--- src/rtl/alu_pkg.sv ---
// Shared op encodings and helpers for the pipelined ALU.
package alu_pkg;

    localparam logic [2:0] OP_ADD   = 3'b000;
    localparam logic [2:0] OP_SUB   = 3'b001;
    localparam logic [2:0] OP_AND   = 3'b010;
    localparam logic [2:0] OP_OR    = 3'b011;
    localparam logic [2:0] OP_XOR   = 3'b100;
    localparam logic [2:0] OP_RCL   = 3'b101;
    localparam logic [2:0] OP_RCR   = 3'b110;
    localparam logic [2:0] OP_PASSB = 3'b111;

    typedef enum logic [2:0] {
        ALU_ADD   = OP_ADD,
        ALU_SUB   = OP_SUB,
        ALU_AND   = OP_AND,
        ALU_OR    = OP_OR,
        ALU_XOR   = OP_XOR,
        ALU_RCL   = OP_RCL,
        ALU_RCR   = OP_RCR,
        ALU_PASSB = OP_PASSB
    } alu_op_e;

    // Only the carry-producing ops feed the persistent carry register.
    function automatic logic op_updates_cc(alu_op_e op);
        return (op == ALU_ADD) || (op == ALU_SUB) || (op == ALU_RCL) || (op == ALU_RCR);
    endfunction

endpackage

--- src/rtl/alu_core.sv ---
// Combinational ALU datapath; flag outputs exist only when ALU_FLAGS_EN is defined.
module alu_core
    import alu_pkg::*;
#(
    parameter int WIDTH = 8
) (
    input  logic [WIDTH-1:0] a_i,
    input  logic [WIDTH-1:0] b_i,
    input  logic [2:0]       op_i,
    input  logic             cin_i,
`ifdef ALU_FLAGS_EN
    output logic             zf_o,
    output logic             nf_o,
    output logic             vf_o,
`endif
    output logic [WIDTH-1:0] d_o,
    output logic             co_o
);

    logic [WIDTH:0]   wide;
    logic [WIDTH-1:0] res;
    logic             carry;
    logic [WIDTH:0]   cin_ext;

    assign cin_ext = {{WIDTH{1'b0}}, cin_i};

    always_comb begin
        wide  = '0;
        res   = '0;
        carry = 1'b0;
        case (alu_op_e'(op_i))
            ALU_ADD: begin
                wide  = {1'b0, a_i} + {1'b0, b_i} + cin_ext;
                res   = wide[WIDTH-1:0];
                carry = wide[WIDTH];
            end
            // Bit WIDTH of the extended difference is set exactly when a < b + cin.
            ALU_SUB: begin
                wide  = {1'b0, a_i} - {1'b0, b_i} - cin_ext;
                res   = wide[WIDTH-1:0];
                carry = wide[WIDTH];
            end
            ALU_AND:   res = a_i & b_i;
            ALU_OR:    res = a_i | b_i;
            ALU_XOR:   res = a_i ^ b_i;
            ALU_RCL: begin
                res   = {a_i[WIDTH-2:0], cin_i};
                carry = a_i[WIDTH-1];
            end
            ALU_RCR: begin
                res   = {cin_i, a_i[WIDTH-1:1]};
                carry = a_i[0];
            end
            ALU_PASSB: res = b_i;
            default:   res = '0;
        endcase
    end

    assign d_o  = res;
    assign co_o = carry;

`ifdef ALU_FLAGS_EN
    always_comb begin
        vf_o = 1'b0;
        if (alu_op_e'(op_i) == ALU_ADD)
            vf_o = (a_i[WIDTH-1] == b_i[WIDTH-1]) && (res[WIDTH-1] != a_i[WIDTH-1]);
        else if (alu_op_e'(op_i) == ALU_SUB)
            vf_o = (a_i[WIDTH-1] != b_i[WIDTH-1]) && (res[WIDTH-1] != a_i[WIDTH-1]);
    end

    assign zf_o = (res == '0);
    assign nf_o = res[WIDTH-1];
`endif

endmodule

--- src/rtl/alu_pipe.sv ---
// Two-stage valid/ready ALU pipeline with a persistent carry register for chained multi-word ops.
// Optional zf/nf/vf flag outputs are built when ALU_FLAGS_EN is defined.
module alu_pipe
    import alu_pkg::*;
#(
    parameter int WIDTH = 8
) (
    input  logic             clk_i,
    input  logic             rst_n_i,
    input  logic             in_valid_i,
    output logic             in_ready_o,
    input  logic [WIDTH-1:0] a_i,
    input  logic [WIDTH-1:0] b_i,
    input  logic [2:0]       f_i,
    input  logic             cci_i,
    input  logic             use_cc_i,
    output logic             out_valid_o,
    input  logic             out_ready_i,
    output logic [WIDTH-1:0] d_o,
    output logic             co_o,
`ifdef ALU_FLAGS_EN
    output logic             zf_o,
    output logic             nf_o,
    output logic             vf_o,
`endif
    output logic             cc_o
);

    logic             s1_valid_q, s1_valid_d;
    logic [WIDTH-1:0] s1_a_q, s1_a_d;
    logic [WIDTH-1:0] s1_b_q, s1_b_d;
    alu_op_e          s1_op_q, s1_op_d;
    logic             s1_cci_q, s1_cci_d;
    logic             s1_use_cc_q, s1_use_cc_d;

    logic             s2_valid_q, s2_valid_d;
    logic [WIDTH-1:0] d_q, d_d;
    logic             co_q, co_d;
    logic             cc_q, cc_d;

    logic             s2_adv, s1_adv, in_ready;
    logic             cin;
    logic [WIDTH-1:0] core_d;
    logic             core_co;

    assign s2_adv   = !s2_valid_q || out_ready_i;
    assign s1_adv   = s1_valid_q && s2_adv;
    assign in_ready = !s1_valid_q || s1_adv;

    // cc already reflects the previous beat when this one leaves S1, so chains need no stall.
    assign cin = s1_use_cc_q ? cc_q : s1_cci_q;

`ifdef ALU_FLAGS_EN
    logic core_zf, core_nf, core_vf;
    logic zf_q, zf_d, nf_q, nf_d, vf_q, vf_d;
`endif

    alu_core #(.WIDTH(WIDTH)) u_core (
        .a_i   (s1_a_q),
        .b_i   (s1_b_q),
        .op_i  (s1_op_q),
        .cin_i (cin),
`ifdef ALU_FLAGS_EN
        .zf_o  (core_zf),
        .nf_o  (core_nf),
        .vf_o  (core_vf),
`endif
        .d_o   (core_d),
        .co_o  (core_co)
    );

    always_comb begin
        s1_valid_d  = s1_valid_q;
        s1_a_d      = s1_a_q;
        s1_b_d      = s1_b_q;
        s1_op_d     = s1_op_q;
        s1_cci_d    = s1_cci_q;
        s1_use_cc_d = s1_use_cc_q;
        if (in_ready) begin
            s1_valid_d = in_valid_i;
            if (in_valid_i) begin
                s1_a_d      = a_i;
                s1_b_d      = b_i;
                s1_op_d     = alu_op_e'(f_i);
                s1_cci_d    = cci_i;
                s1_use_cc_d = use_cc_i;
            end
        end
    end

    always_comb begin
        s2_valid_d = s2_valid_q;
        d_d        = d_q;
        co_d       = co_q;
        cc_d       = cc_q;
        if (s2_adv)
            s2_valid_d = s1_valid_q;
        if (s1_adv) begin
            d_d  = core_d;
            co_d = core_co;
            if (op_updates_cc(s1_op_q))
                cc_d = core_co;
        end
    end

    always_ff @(posedge clk_i or negedge rst_n_i) begin
        if (!rst_n_i) begin
            s1_valid_q  <= 1'b0;
            s1_a_q      <= '0;
            s1_b_q      <= '0;
            s1_op_q     <= ALU_ADD;
            s1_cci_q    <= 1'b0;
            s1_use_cc_q <= 1'b0;
            s2_valid_q  <= 1'b0;
            d_q         <= '0;
            co_q        <= 1'b0;
            cc_q        <= 1'b0;
        end else begin
            s1_valid_q  <= s1_valid_d;
            s1_a_q      <= s1_a_d;
            s1_b_q      <= s1_b_d;
            s1_op_q     <= s1_op_d;
            s1_cci_q    <= s1_cci_d;
            s1_use_cc_q <= s1_use_cc_d;
            s2_valid_q  <= s2_valid_d;
            d_q         <= d_d;
            co_q        <= co_d;
            cc_q        <= cc_d;
        end
    end

`ifdef ALU_FLAGS_EN
    always_comb begin
        zf_d = zf_q;
        nf_d = nf_q;
        vf_d = vf_q;
        if (s1_adv) begin
            zf_d = core_zf;
            nf_d = core_nf;
            vf_d = core_vf;
        end
    end

    always_ff @(posedge clk_i or negedge rst_n_i) begin
        if (!rst_n_i) begin
            zf_q <= 1'b0;
            nf_q <= 1'b0;
            vf_q <= 1'b0;
        end else begin
            zf_q <= zf_d;
            nf_q <= nf_d;
            vf_q <= vf_d;
        end
    end

    assign zf_o = zf_q;
    assign nf_o = nf_q;
    assign vf_o = vf_q;
`endif

    assign in_ready_o  = in_ready;
    assign out_valid_o = s2_valid_q;
    assign d_o         = d_q;
    assign co_o        = co_q;
    assign cc_o        = cc_q;

endmodule

--- config.mk ---
export PLATFORM = sky130hd
export DESIGN_NAME = alu_pipe
export DESIGN_NICKNAME = d
export VERILOG_FILES = /design/src/rtl/alu_pkg.sv /design/src/rtl/alu_core.sv /design/src/rtl/alu_pipe.sv
export SDC_FILE = /design/constraint.sdc
export NUM_CORES = 1
export LEC_CHECK = 0
export CORE_MARGIN = 8
export CORE_UTILIZATION = 33
export CTS_CLUSTER_DIAMETER = 30
export DETAILED_ROUTE_END_ITERATION = 10
export GPL_TIMING_DRIVEN = 0
export PLACE_DENSITY = 0.55
export SETUP_SLACK_MARGIN = 0.02
export SYNTH_ARGS = -nofsm -noshare
export SYNTH_HDL_FRONTEND = slang
export SYNTH_HIERARCHICAL = 1
export SYNTH_SLANG_ARGS = --single-unit
--- constraint.sdc ---
create_clock -name clk_i -period 3.5 [get_ports clk_i]
set_clock_uncertainty 0.05 [all_clocks]
set_input_delay 0.7 -clock clk_i [delete_from_list [all_inputs] [get_ports clk_i]]
set_output_delay 0.7 -clock clk_i [all_outputs]
set_load 0.02 [all_outputs]
==> Yosys cells after proc, flatten, opt, wreduce, memory -nomap -nowiden <==
Cells that the tools add are included.
{ "word_totals": {"out_inout_bits": 12, "memories": 0, "latchBits": 0, "register_bits": 33, "ramBits": 0, "romBits": 0} }
{ "op_classes": {"mul": 0, "bitwise_logic": 3, "n_lt_le_gt_ge": 0, "mux": 3, "eq_ne": 7, "n_reduce_logical": 11, "div": 0, "addsub": 4, "shifts": 0} }
{ "ops": {"columns": ["cell", "n"], "rows": [
  ["one-hot mux 8 bit (8 select lines)", 1],
  ["equality test 3 bit (second input constant)", 4],
  ["adder 8 x 8 -> 9 bit", 1],
  ["adder 9 x 1 -> 9 bit", 1],
  ["subtractor 8 x 8 -> 9 bit", 1],
  ["subtractor 9 x 1 -> 9 bit", 1],
  ["bitwise AND 8 bit", 1],
  ["OR 8 bit", 1],
  ["bitwise XOR 8 bit", 1],
  ["equality test 3 x 2 -> 1 bit (second input constant)", 2],
  ["logical OR 1 bit", 5],
  ["one-hot mux 1 bit (4 select lines)", 1],
  ["AND reduction 2 bit", 2],
  ["equality test 3 x 1 -> 1 bit (second input constant)", 1],
  ["logical NOT 3 bit", 1],
  ["logical NOT 1 bit", 2],
  ["logical AND 1 bit", 1],
  ["two-way mux 1 bit", 1]
]} }

==> Logic depth before layout (Yosys ltp) <==
Gate-level depths: netlist of the first run.
{ "logic_depth": {"depth_word": 5, "depth_mapped": 11, "depth_no_buf": 11} }

==> Hierarchy <==
Netlist of the first run, hierarchy kept.
{ "by_module_without_submodules": {"columns": ["module", "seq_area_each_um2", "area_each_um2", "n_inst", "cells_per_inst"], "rows": [
  ["alu_core", 0.0, 1584.0, 1, 217],
  ["alu_pipe", 825.8, 1337.5, 1, 80]
]} }

==> Worst setup path after synthesis of the first run <==
No wires, ideal clock.
{ "synth_path": {"path_type": "register -> register", "startpoint": "register cc_q (netlist: cc_o)", "endpoint": "register d_q[7] (netlist: d_o[7])", "setup_slack_ns": 0.822, "stages_incl_launch_ff": 11, "required_ns": 3.325, "setup_ns": 0.125, "path_buffers": 0, "arrival_time_ns": 2.502, "path_cell_list": "dfrtp_1 mux2_2 inv_1 fa_1 ha_1 o211ai_1 nand3_1 a21oi_1 mux2i_1 o211ai_1 mux2_4"} }
{ "synth_between": {"elab_chain_len": 3, "word_cells_on_any_way": 4, "cone_classes": "add/sub: 2; mux: 2"} }
{ "synth_lines": {"columns": ["element", "line", "text"], "rows": [
  ["start, declared", "alu_pipe.sv:39", "logic cc_q, cc_d;"],
  ["start signal, assigned", "alu_pipe.sv:117", "cc_q <= 1'b0;"],
  ["start signal, assigned", "alu_pipe.sv:128", "cc_q <= cc_d;"],
  ["two-way mux 1 bit *", "alu_pipe.sv:51", "assign cin = s1_use_cc_q ? cc_q : s1_cci_q;"],
  ["net cin", "alu_pipe.sv:42", "logic cin;"],
  ["subtractor 9 x 1 -> 9 bit or adder 9 x 1 -> 9 bit (tied branches)", "alu_core.sv:39, alu_core.sv:33", null],
  ["one-hot mux 8 bit (8 select lines) *", "alu_core.sv:31", "case (alu_op_e'(op_i))"],
  ["net core_d[7]", "alu_pipe.sv:43", "logic [WIDTH-1:0] core_d;"],
  ["end signal, assigned", "alu_pipe.sv:115", "d_q <= '0;"],
  ["end signal, assigned", "alu_pipe.sv:126", "d_q <= d_d;"],
  ["end, declared", "alu_pipe.sv:37", "logic [WIDTH-1:0] d_q, d_d;"]
]} }
Mark *: on every way through the listed nets, which the timed path passes. The rest lies on a longest branch.
A chain may end at the register's enable or synchronous reset.

==> Worst setup path in the final report of the first run <==
Ends and elaborated chain as after synthesis.

==> results of run 1 <==
==> path summary, 6_finish.rpt <==
path | endpoint | slack, ns | depth (start not counted)
max in group asynchronous | s1_b_q[1]$_DFFE_PN0P_ | 2.50 | 1
min in group clk_i | d_o[5]$_DFFE_PN0P_ | 0.46 | 1
hold / removal | s1_op_q[1]$_DFFE_PN0P_ | 0.42 | 1
setup reg to reg | d_o[7]$_DFFE_PN0P_ | 0.59 | 10
setup / recovery | d_o[7]$_DFFE_PN0P_ | 0.59 | 10
hold reg to reg | d_o[5]$_DFFE_PN0P_ | 0.46 | 1
==> layout make-up <==
cell class                      instances  area, µm²
Tap cell                              108      135.1
Fill cell                             849       5137
Sequential cell                        33      825.8
Timing Repair Buffer                   36      355.3
Inverter                               31      116.4
Clock buffer                            5      68.82
Clock inverter                          3      17.52
Buffer                                 12      96.34
Multi-Input combinational cell        221       1883
==> flip-flops by register name, indices dropped and copies added (netlist names) <==
| signal | count |
|---|---|
| co_o | 1 |
| out_valid_o | 1 |
| d_o | 8 |
| s1_use_cc_q | 1 |
| s1_valid_q | 1 |
| cc_o | 1 |
| s1_b_q | 8 |
| s1_a_q | 8 |
| s1_op_q | 3 |
| s1_cci_q | 1 |
==> stage by stage <==
stage / hold WS [ns] / utilization [%] / area (µm²) / setup WS (ns) / power (mW)
6_report: 0.4233 / 40.51 / 3498 / 0.5879 / 2.055
2_1_floorplan: 0.3544 / - / 2922 / 0.8225 / 1.405
5_1_grt: 0.4788 / 40.51 / 3498 / 0.4404 / 2.226
3_3_place_gp: 0.4438 / 39.57 / 3417 / 0.6315 / 1.750
4_1_cts: 0.4556 / 40.51 / 3498 / 0.5969 / 2.072
3_5_place_dp: 0.4466 / 39.51 / 3412 / 0.6062 / 1.759
==> layer usage <==
layer	up-vias	global-route usage (%)	part of all wire (%)
li1	1147	-	-
met4	0	2.854	0.57
met2	57	20.08	46
met5	-	0	0
met1	1119	17.46	48
met3	6	2.733	5.2
==> layout by cell type, fill, tap and decap left out, types with 7 or more instances in the layout <==
cell type        synthesis  layout
a21oi_1                 15      15
clkdlybuf4s50_1          0      35
dfrtp_1                 33      33
ha_1                    30      30
inv_1                   29      29
mux2_2                  24      24
mux2_4                   9       9
mux2i_1                 10      10
nand2_1                 18      18
nor2_1                  10      10
nor3_1                   7       7
o21ai_0                 12      12
==> worst max-delay path, delay by kind of cell, from the launching register on <==
family	cells	cell delay [ns]
adder cells (fa/ha/maj)	2	0.67
multiplexers	3	0.81
AO/OA/AOI/OAI	3	0.61
AND/OR/NAND/NOR	1	0.17
flip-flops	1	0.42
buffers and inverters	1	0.08
==> cells by family (layout without fill, tap and decap cells) <==
kind of cell | Yosys count | count (layout) | share of synthesized area [%]
mux | 44 | 44 | 18.07
flops | 33 | 33 | 28.27
compound gates | 70 | 70 | 16.53
xor+xnor | 9 | 9 | 2.698
fa+ha+maj | 34 | 34 | 15.59
buf+inv | 43 | 87 | 7.280
simple gates | 64 | 64 | 11.56
==> report_power, final <==
| part | internal [mW] | switching [mW] |
|---|---|---|
| logic | 0.589 | 0.605 |
| clock network | 0.137 | 0.159 |
| registers | 0.476 | 0.0891 |
| total | 1.20 | 0.853 |
==> impl_metrics.env, run 1 <==
export IMPL_status="complete, no violations"
export IMPL_arrival_ns=3.04
export IMPL_final_max_slew_viol_count=0
export IMPL_post_route_cells_drive_above_1_share_pct=19.65
export IMPL_r2r_start="cc_o$_DFFE_PN0P_"
export IMPL_hpwl_um=5586
export IMPL_ys_types=56
export IMPL_groute_usage_overall_pct=12.74
export IMPL_via_count=2329
export IMPL_drtPass1Iterations=4
export IMPL_cts_buffers=5
export IMPL_slowest_delay_ns=0.45
export IMPL_io_pins=37
export IMPL_htree_levels=2
export IMPL_syn_area_mm2=0.002922
export IMPL_drtIter0Drc=159
export IMPL_start_util_pct=33.83
export IMPL_placed_cells=441
export IMPL_cts_tree="yes"
export IMPL_power_density_mw_per_mm2=587.4
export IMPL_setup_violations=0
export IMPL_worstPathMaxFanout=5
export IMPL_crit_path_end_kind="flip-flop"
export IMPL_worst_slew_pin_slew_ns=0.7493
export IMPL_yosysTopAreaCell="dfrtp_1"
export IMPL_slowest_stage="fa_1"
export IMPL_place_congestion=0.9007
export IMPL_cp_common_cell="o211ai_1"
export IMPL_period_needed_ns=2.912
export IMPL_p_leak_nw=1.555
export IMPL_vdd_ir_drop_max_mv=0.2734
export IMPL_synth_nets=356
export IMPL_grt_pass1_wl_um=12100
export IMPL_grt_overflow_total=0
export IMPL_critPathLaunchType="flip-flop"
export IMPL_die_x_um=110.1
export IMPL_drc_errors=0
export IMPL_rows=34
export IMPL_hold_violations=0
export IMPL_synth_ff_type="dfrtp_1"
export IMPL_ctsResizeCount=0
export IMPL_synth_top_area_share_pct=28.27
export IMPL_synth_edff_count=0
export IMPL_antenna_found_initial=0
export IMPL_crit_type="flip-flop to flip-flop"
export IMPL_core_mm2=0.008636
export IMPL_period_share_pct=83.20
export IMPL_synth_common_cells="dfrtp_1 (33), ha_1 (30), inv_1 (29), mux2_2 (24), nand2_1 (18)"
export IMPL_fin_setup_tns_ns=0
export IMPL_syn_to_final_growth_pct=19.74
export IMPL_die_area_mm2=0.01212
export IMPL_rsz0062_at_grt="false"
export IMPL_io_buffers=36
export IMPL_drt_total_wl_um=7359
export IMPL_fmax_mhz=343.4
export IMPL_clock_latency_ns=0.29
export IMPL_diodes=0
export IMPL_cts_hold_buf=0
export IMPL_yosysMostFrequentCell="dfrtp_1"
export IMPL_maxSlewHeadroom_pct=50.05
export IMPL_hold_class="primary input to asynchronous set/reset pin"
export IMPL_worstPathCellList="mux2_2, inv_1, fa_1, ha_1, o211ai_1, nand3_1, a21oi_1, mux2i_1, o211ai_1, mux2_4"
export IMPL_die_y_um=110.1
export IMPL_path_clk_slew_ns=0.08
export IMPL_first_global_vias=2356
export IMPL_grt_max_degree=34
export IMPL_wl_per_cell_um=16.39
export IMPL_clockRootBuffer="clkbuf_8"
export IMPL_startpoint="cc_o$_DFFE_PN0P_"
export IMPL_drv_cap=0
export IMPL_postCtsSetupRepairBufs=0
export IMPL_critPathRequiredTime_ns=3.63
export IMPL_synth_area_per_cell_um2=9.837
export IMPL_ant_nets=0
export IMPL_drt_vias_per_instance=5.187
export IMPL_syn_inst=297
export IMPL_synthArstFlopShare_pct=100.0
export IMPL_clock_sinks=33
export IMPL_clk_path_buf_depth=2
export IMPL_layoutNonFillerInstCount=449
export IMPL_ys_seq_area_share_pct=28.27
export IMPL_synth_area_top_cells="dfrtp_1 (28%), ha_1 (13%), mux2_2 (9.3%), mux2_4 (4.6%), inv_1 (3.7%)"
export IMPL_synth_seq_cells=33
export IMPL_yosysWarnings=6
export IMPL_nets=399
Power figures use the tool's default switching activity.
==> run 2, diff against run 1 <==
PLACE_DENSITY = 0.57   (was 0.55)
clock period = 2.6 ns   (was 3.5 ns; I/O delays follow)
==> run 2 against run 1 <==
Compared with the run above: the run now ends with setup timing left; non-clock buffer count up 5; cell area is 3.9% higher; sequential share of layout area fell by 0.86 points; critical path depth is the same; sequential power increased by 35%; combinational power is 48% higher; flip-flop and latch count unchanged; critical path type unchanged; largest cell class unchanged.
==> impl_metrics.env, run 2 (synthesized netlist as in run 1, its figures left out) <==
export IMPL_status="finished with violations"
export IMPL_violations="setup timing"
export IMPL_via_count=2373
export IMPL_hold_violations=0
export IMPL_grt_busiest_layer="met2"
export IMPL_io_pins=37
export IMPL_nFillCells=884
export IMPL_cts_buffers=5
export IMPL_worst_slew_pin_slew_ns=0.7641
export IMPL_use_met3_pct=2.733
export IMPL_multi_input_area_mm2=0.001953
export IMPL_place_ws_ns=-0.2427
export IMPL_slowest_delay_ns=0.45
export IMPL_period_needed_ns=2.833
export IMPL_post_route_cells_drive_above_1_share_pct=26.30
export IMPL_grt_pass1_wl_um=12380
export IMPL_final_common_cell="clkdlybuf4s50_1"
export IMPL_drtIter0Drc=128
export IMPL_clk_path_buf_depth=2
export IMPL_rows=34
export IMPL_r2r_setup_slack_ns=-0.23
export IMPL_drt_vias_per_instance=5.227
export IMPL_clock_latency_ns=0.29
export IMPL_clockRootBuffer="clkbuf_8"
export IMPL_final_cell_mix="clkdlybuf4s50_1 (35), dfrtp_1 (32), ha_1 (27), inv_1 (25), mux2_2 (23)"
export IMPL_dpl_instance_area_mm2=0.003423
export IMPL_globalRouteMet1Util_pct=17.35
export IMPL_die_area_mm2=0.01212
export IMPL_hold_class="primary input to asynchronous set/reset pin"
export IMPL_final_max_slew_viol_count=0
export IMPL_total_power_mw=3.026
export IMPL_core_mm2=0.008636
export IMPL_setup_violations=6
export IMPL_clock_sinks=33
export IMPL_groute_usage_overall_pct=13.01
export IMPL_slowest_stage="fa_2"
export IMPL_critPathLaunchType="flip-flop"
export IMPL_ant_nets=0
export IMPL_holdWs_ns=0.2458
export IMPL_first_global_vias=2377
export IMPL_drt_total_wl_um=7665
export IMPL_crit_path_end_kind="flip-flop"
export IMPL_cts_tree="yes"
export IMPL_wl_per_cell_um=16.88
export IMPL_grt_max_degree=34
export IMPL_drtPass1Iterations=4
export IMPL_drc_errors=0
export IMPL_place_congestion=0.8838
export IMPL_cts_hold_buf=0
export IMPL_path_clk_slew_ns=0.08
export IMPL_maxSlewHeadroom_pct=49.06
export IMPL_syn_to_final_growth_pct=24.45
export IMPL_drv_cap=0
export IMPL_die_x_um=110.1
export IMPL_fin_ws_ns=-0.2327
export IMPL_worstPathCellList="mux2_4, inv_2, fa_2, ha_2, o211ai_1, nand3_1, a21oi_2, mux2i_1, o211ai_1, mux2_4"
export IMPL_hpwl_um=5705
export IMPL_regArea_um2=827.0
export IMPL_fin_setup_tns_ns=-0.6420
export IMPL_start_util_pct=33.83
export IMPL_grt_overflow_total=0
export IMPL_critPathRequiredTime_ns=2.73
export IMPL_die_y_um=110.1
export IMPL_nets=404
export IMPL_p_leak_nw=1.592
export IMPL_worstPathMaxFanout=3
export IMPL_power_density_mw_per_mm2=832.3
export IMPL_antenna_found_initial=0
export IMPL_io_buffers=36
export IMPL_vdd_ir_drop_max_mv=0.5232
export IMPL_htree_levels=2
export IMPL_crit_type="flip-flop to flip-flop"
export IMPL_period_share_pct=109.0
export IMPL_fin_area_mm2=0.003636
export IMPL_rsz0062_at_grt="true"
export IMPL_arrival_ns=2.96
export IMPL_fmax_mhz=353.0
export IMPL_grt_use_met2_pct=21.36
export IMPL_diodes=0
==> run 2: final cells by class <==
cell class,instances,area share [%]
flip-flops and latches,33,22.75
well taps,108,3.716
inverters,31,3.200
clock inverters,3,1.273
plain buffers,12,2.650
clock buffers,5,1.893
repair buffers,41,10.81
multi-input cells,221,53.72
==> run 2: what timing repair did <==
item | in CTS | in global routing
pin swaps | 5 | 8
setup endpoints to repair | 6 | 9
buffers inserted | 2 | 3
gates resized for setup | 2 | 16
==> run 2: path summary, 6_finish.rpt <==
check / startpoint / end / depth (start not counted)
min in group clk_i: d_o[7]$_DFFE_PN0P_ / d_o[7]$_DFFE_PN0P_ / 1
max in group asynchronous: rst_n_i / cc_o$_DFFE_PN0P_ / 1
worst min-delay path: rst_n_i / co_o$_DFFE_PN0P_ / 1
worst max-delay path: s1_use_cc_q$_DFFE_PN0P_ / d_o[7]$_DFFE_PN0P_ / 10
worst min register to register: d_o[7]$_DFFE_PN0P_ / d_o[7]$_DFFE_PN0P_ / 1
worst max register to register: s1_use_cc_q$_DFFE_PN0P_ / d_o[7]$_DFFE_PN0P_ / 10
==> run 2: metal layers <==
layer | share of wire (%) | wire (µm)
met1 | 47 | 3624
met2 | 47 | 3610
met3 | 4.7 | 364
met4 | 0.87 | 67
met5 | 0 | 0
==> run 2: power breakdown <==
group | total (mW) | switching [mW] | internal [mW]
Sequential | 0.761 | 0.119 | 0.642
Clock | 0.507 | 0.220 | 0.287
Combinational | 1.76 | 0.888 | 0.871
==> run 2: critical path: cells and delay by family (launching register included) <==
kind	cells	cell delay, ns
mux	3	0.81
flops	1	0.40
buf+inv	1	0.06
simple gates	1	0.18
fa+ha+maj	2	0.64
compound gates	3	0.58
==> run 2: per-stage QoR <==
stage          utilization, %  std cells
6_report                42.10        454
5_1_grt                 42.10        454
4_1_cts                 41.22        451
3_5_place_dp            39.64        441
3_3_place_gp            39.70        441
2_1_floorplan               -        297
==> run 3, diff against run 2 <==
REMOVE_ABC_BUFFERS = 1   (was not set)
==> run 3 against run 2 <==
Compared with the run above: the run still ends with setup timing left; routed wire length fell by 6.1%; sequential share of layout area rose by 1.0 points; sequential power rose by 7.0%; non-clock buffer count is 12 lower; total power is 5.7% lower; clock-buffer cell count is 2 higher; via count shrank 4.0%; register-to-register slack improved by 0.09 ns; core utilization decreased by 1.7 points; flip-flop and latch count is the same; largest power group unchanged; highest routed layer unchanged.
==> impl_metrics.env, run 3 (synthesized netlist as in run 1, its figures left out) <==
export IMPL_drt_vias_per_instance=5.152
export IMPL_rows=34
export IMPL_worstPathCellList="mux2_4, inv_2, fa_2, ha_2, o211ai_1, nand3_1, a21oi_2, mux2i_1, o211ai_1, mux2_4"
export IMPL_critPathRequiredTime_ns=2.72
export IMPL_nets=392
export IMPL_period_needed_ns=2.747
export IMPL_final_max_slew_viol_count=0
export IMPL_place_congestion=0.8410
export IMPL_clockRootBuffer="clkbuf_8"
export IMPL_path_clk_slew_ns=0.08
export IMPL_vdd_ir_drop_max_mv=0.4451
export IMPL_maxSlewHeadroom_pct=39.99
export IMPL_fin_ws_ns=-0.1470
export IMPL_clock_sinks=33
export IMPL_diodes=0
export IMPL_r2r_setup_slack_ns=-0.15
export IMPL_cts_hold_buf=0
export IMPL_critPathLaunchType="flip-flop"
export IMPL_final_common_cell="clkdlybuf4s50_1"
export IMPL_cts_buffers=5
export IMPL_dpl_instance_area_mm2=0.003316
export IMPL_swShare_pct=40.30
export IMPL_slowest_stage="fa_2"
export IMPL_io_buffers=36
export IMPL_slowest_delay_ns=0.46
export IMPL_p_leak_nw=1.522
export IMPL_drc_errors=0
export IMPL_p_sw_mw=1.150
export IMPL_groute_usage_overall_pct=12.59
export IMPL_violations="setup timing"
export IMPL_hpwl_um=5159
export IMPL_worstPathMaxFanout=3
export IMPL_wl_per_cell_um=16.28
export IMPL_place_ws_ns=-0.2621
export IMPL_htree_levels=2
export IMPL_arrival_ns=2.87
export IMPL_cts_tree="yes"
export IMPL_post_route_cells_drive_above_1_share_pct=22.46
export IMPL_drtPass1Iterations=4
export IMPL_fin_area_mm2=0.003487
export IMPL_fmax_mhz=364.0
export IMPL_die_area_mm2=0.01212
export IMPL_critical_path_top_delay_family="multiplexers"
export IMPL_post_route_util_pct=40.38
export IMPL_antenna_found_initial=0
export IMPL_p_int_mw=1.704
export IMPL_syn_to_final_growth_pct=19.36
export IMPL_clk_path_buf_depth=2
export IMPL_setup_violations=6
export IMPL_status="finished with violations"
export IMPL_hold_violations=0
export IMPL_p_clk_share_pct=15.4
export IMPL_grt_max_degree=36
export IMPL_io_pins=37
export IMPL_pwr_share_comb_pct=56.1
export IMPL_drtIter0Drc=101
export IMPL_drt_total_wl_um=7197
export IMPL_drv_cap=0
export IMPL_path_buf_inv=1
export IMPL_first_global_vias=2441
export IMPL_clock_latency_ns=0.28
export IMPL_crit_path_end_kind="flip-flop"
export IMPL_grt_overflow_total=0
export IMPL_die_y_um=110.1
export IMPL_via_count=2277
export IMPL_final_cell_mix="clkdlybuf4s50_1 (35), dfrtp_1 (31), ha_1 (28), inv_1 (25), mux2_2 (23)"
export IMPL_seqPwrFrac_pct=28.5
export IMPL_worst_slew_pin_slew_ns=0.9001
export IMPL_layoutNonFillerInstCount=442
export IMPL_power_density_mw_per_mm2=818.4
export IMPL_die_x_um=110.1
export IMPL_rsz0062_at_grt="true"
export IMPL_start_util_pct=33.83
export IMPL_hold_class="primary input to asynchronous set/reset pin"
export IMPL_core_mm2=0.008636
export IMPL_crit_type="flip-flop to flip-flop"
export IMPL_ant_nets=0
export IMPL_period_share_pct=105.7
export IMPL_placed_cells=429
export IMPL_grt_pass1_wl_um=12190
## run 3: routing by layer
metal	wire length, µm	global-route usage [%]	vias up
met4	38	2.569	0
met3	366	2.965	4
met2	3229	20.12	52
met5	0	0	-
li1	-	-	1123
met1	3562	16.96	1098
## run 3: timing repair
| item | 4_1_cts | 5_1_grt |
|---|---|---|
| gates resized for setup | 11 | 5 |
| endpoints found under the hold margin | 0 | 0 |
| setup endpoints to repair | 8 | 9 |
| pin swaps | 8 | 10 |
| setup buffers | 4 | 1 |
| gates cloned | 0 | 0 |
## run 3: area by class of cell
type / count / area (µm²)
Clock buffer: 7 / 96.34
Clock inverter: 1 / 5.005
Fill cell: 857 / 5149
Inverter: 31 / 116.4
Multi-Input combinational cell: 221 / 1913
Sequential cell: 33 / 828.3
Tap cell: 108 / 135.1
Timing Repair Buffer: 41 / 392.9
## run 3: stage by stage
stage | hold WS [ns] | setup TNS, ns | total power [mW]
global route | 0.3168 | -1.547 | 3.084
CTS | 0.2950 | -0.4580 | 2.853
detailed placement | 0.4437 | -0.9169 | 2.327
global placement | 0.4367 | -0.7690 | 2.304
finish | 0.2489 | -0.5528 | 2.854
floorplan | 0.1744 | -0.08815 | 1.853
## run 3: power groups by stage
| stage | sequential [mW] | combinational [mW] | clock [mW] |
|---|---|---|---|
| floorplan | 0.877 | 0.976 | 0 |
| global route | 0.842 | 1.76 | 0.486 |
| CTS | 0.815 | 1.58 | 0.456 |
| detailed placement | 0.830 | 1.50 | 0 |
| finish | 0.814 | 1.60 | 0.439 |
| global placement | 0.825 | 1.48 | 0 |
## run 3: worst paths after layout
check / startpoint / cells past startpoint / endpoint
max: s1_use_cc_q$_DFFE_PN0P_ / 10 / d_o[7]$_DFFE_PN0P_
min in group clk_i: s1_cci_q$_DFFE_PN0P_ / 1 / s1_cci_q$_DFFE_PN0P_
max in group asynchronous: rst_n_i / 1 / s1_op_q[1]$_DFFE_PN0P_
max reg2reg: s1_use_cc_q$_DFFE_PN0P_ / 10 / d_o[7]$_DFFE_PN0P_
min: rst_n_i / 1 / s1_b_q[1]$_DFFE_PN0P_
min reg2reg: s1_cci_q$_DFFE_PN0P_ / 1 / s1_cci_q$_DFFE_PN0P_
## run 3: worst register-to-register path, delay by kind of cell (launching register included)
family | cells | cell delay (ns)
buf+inv | 1 | 0.07
compound gates | 3 | 0.50
simple gates | 1 | 0.16
fa+ha+maj | 2 | 0.65
flops | 1 | 0.39
mux | 3 | 0.81
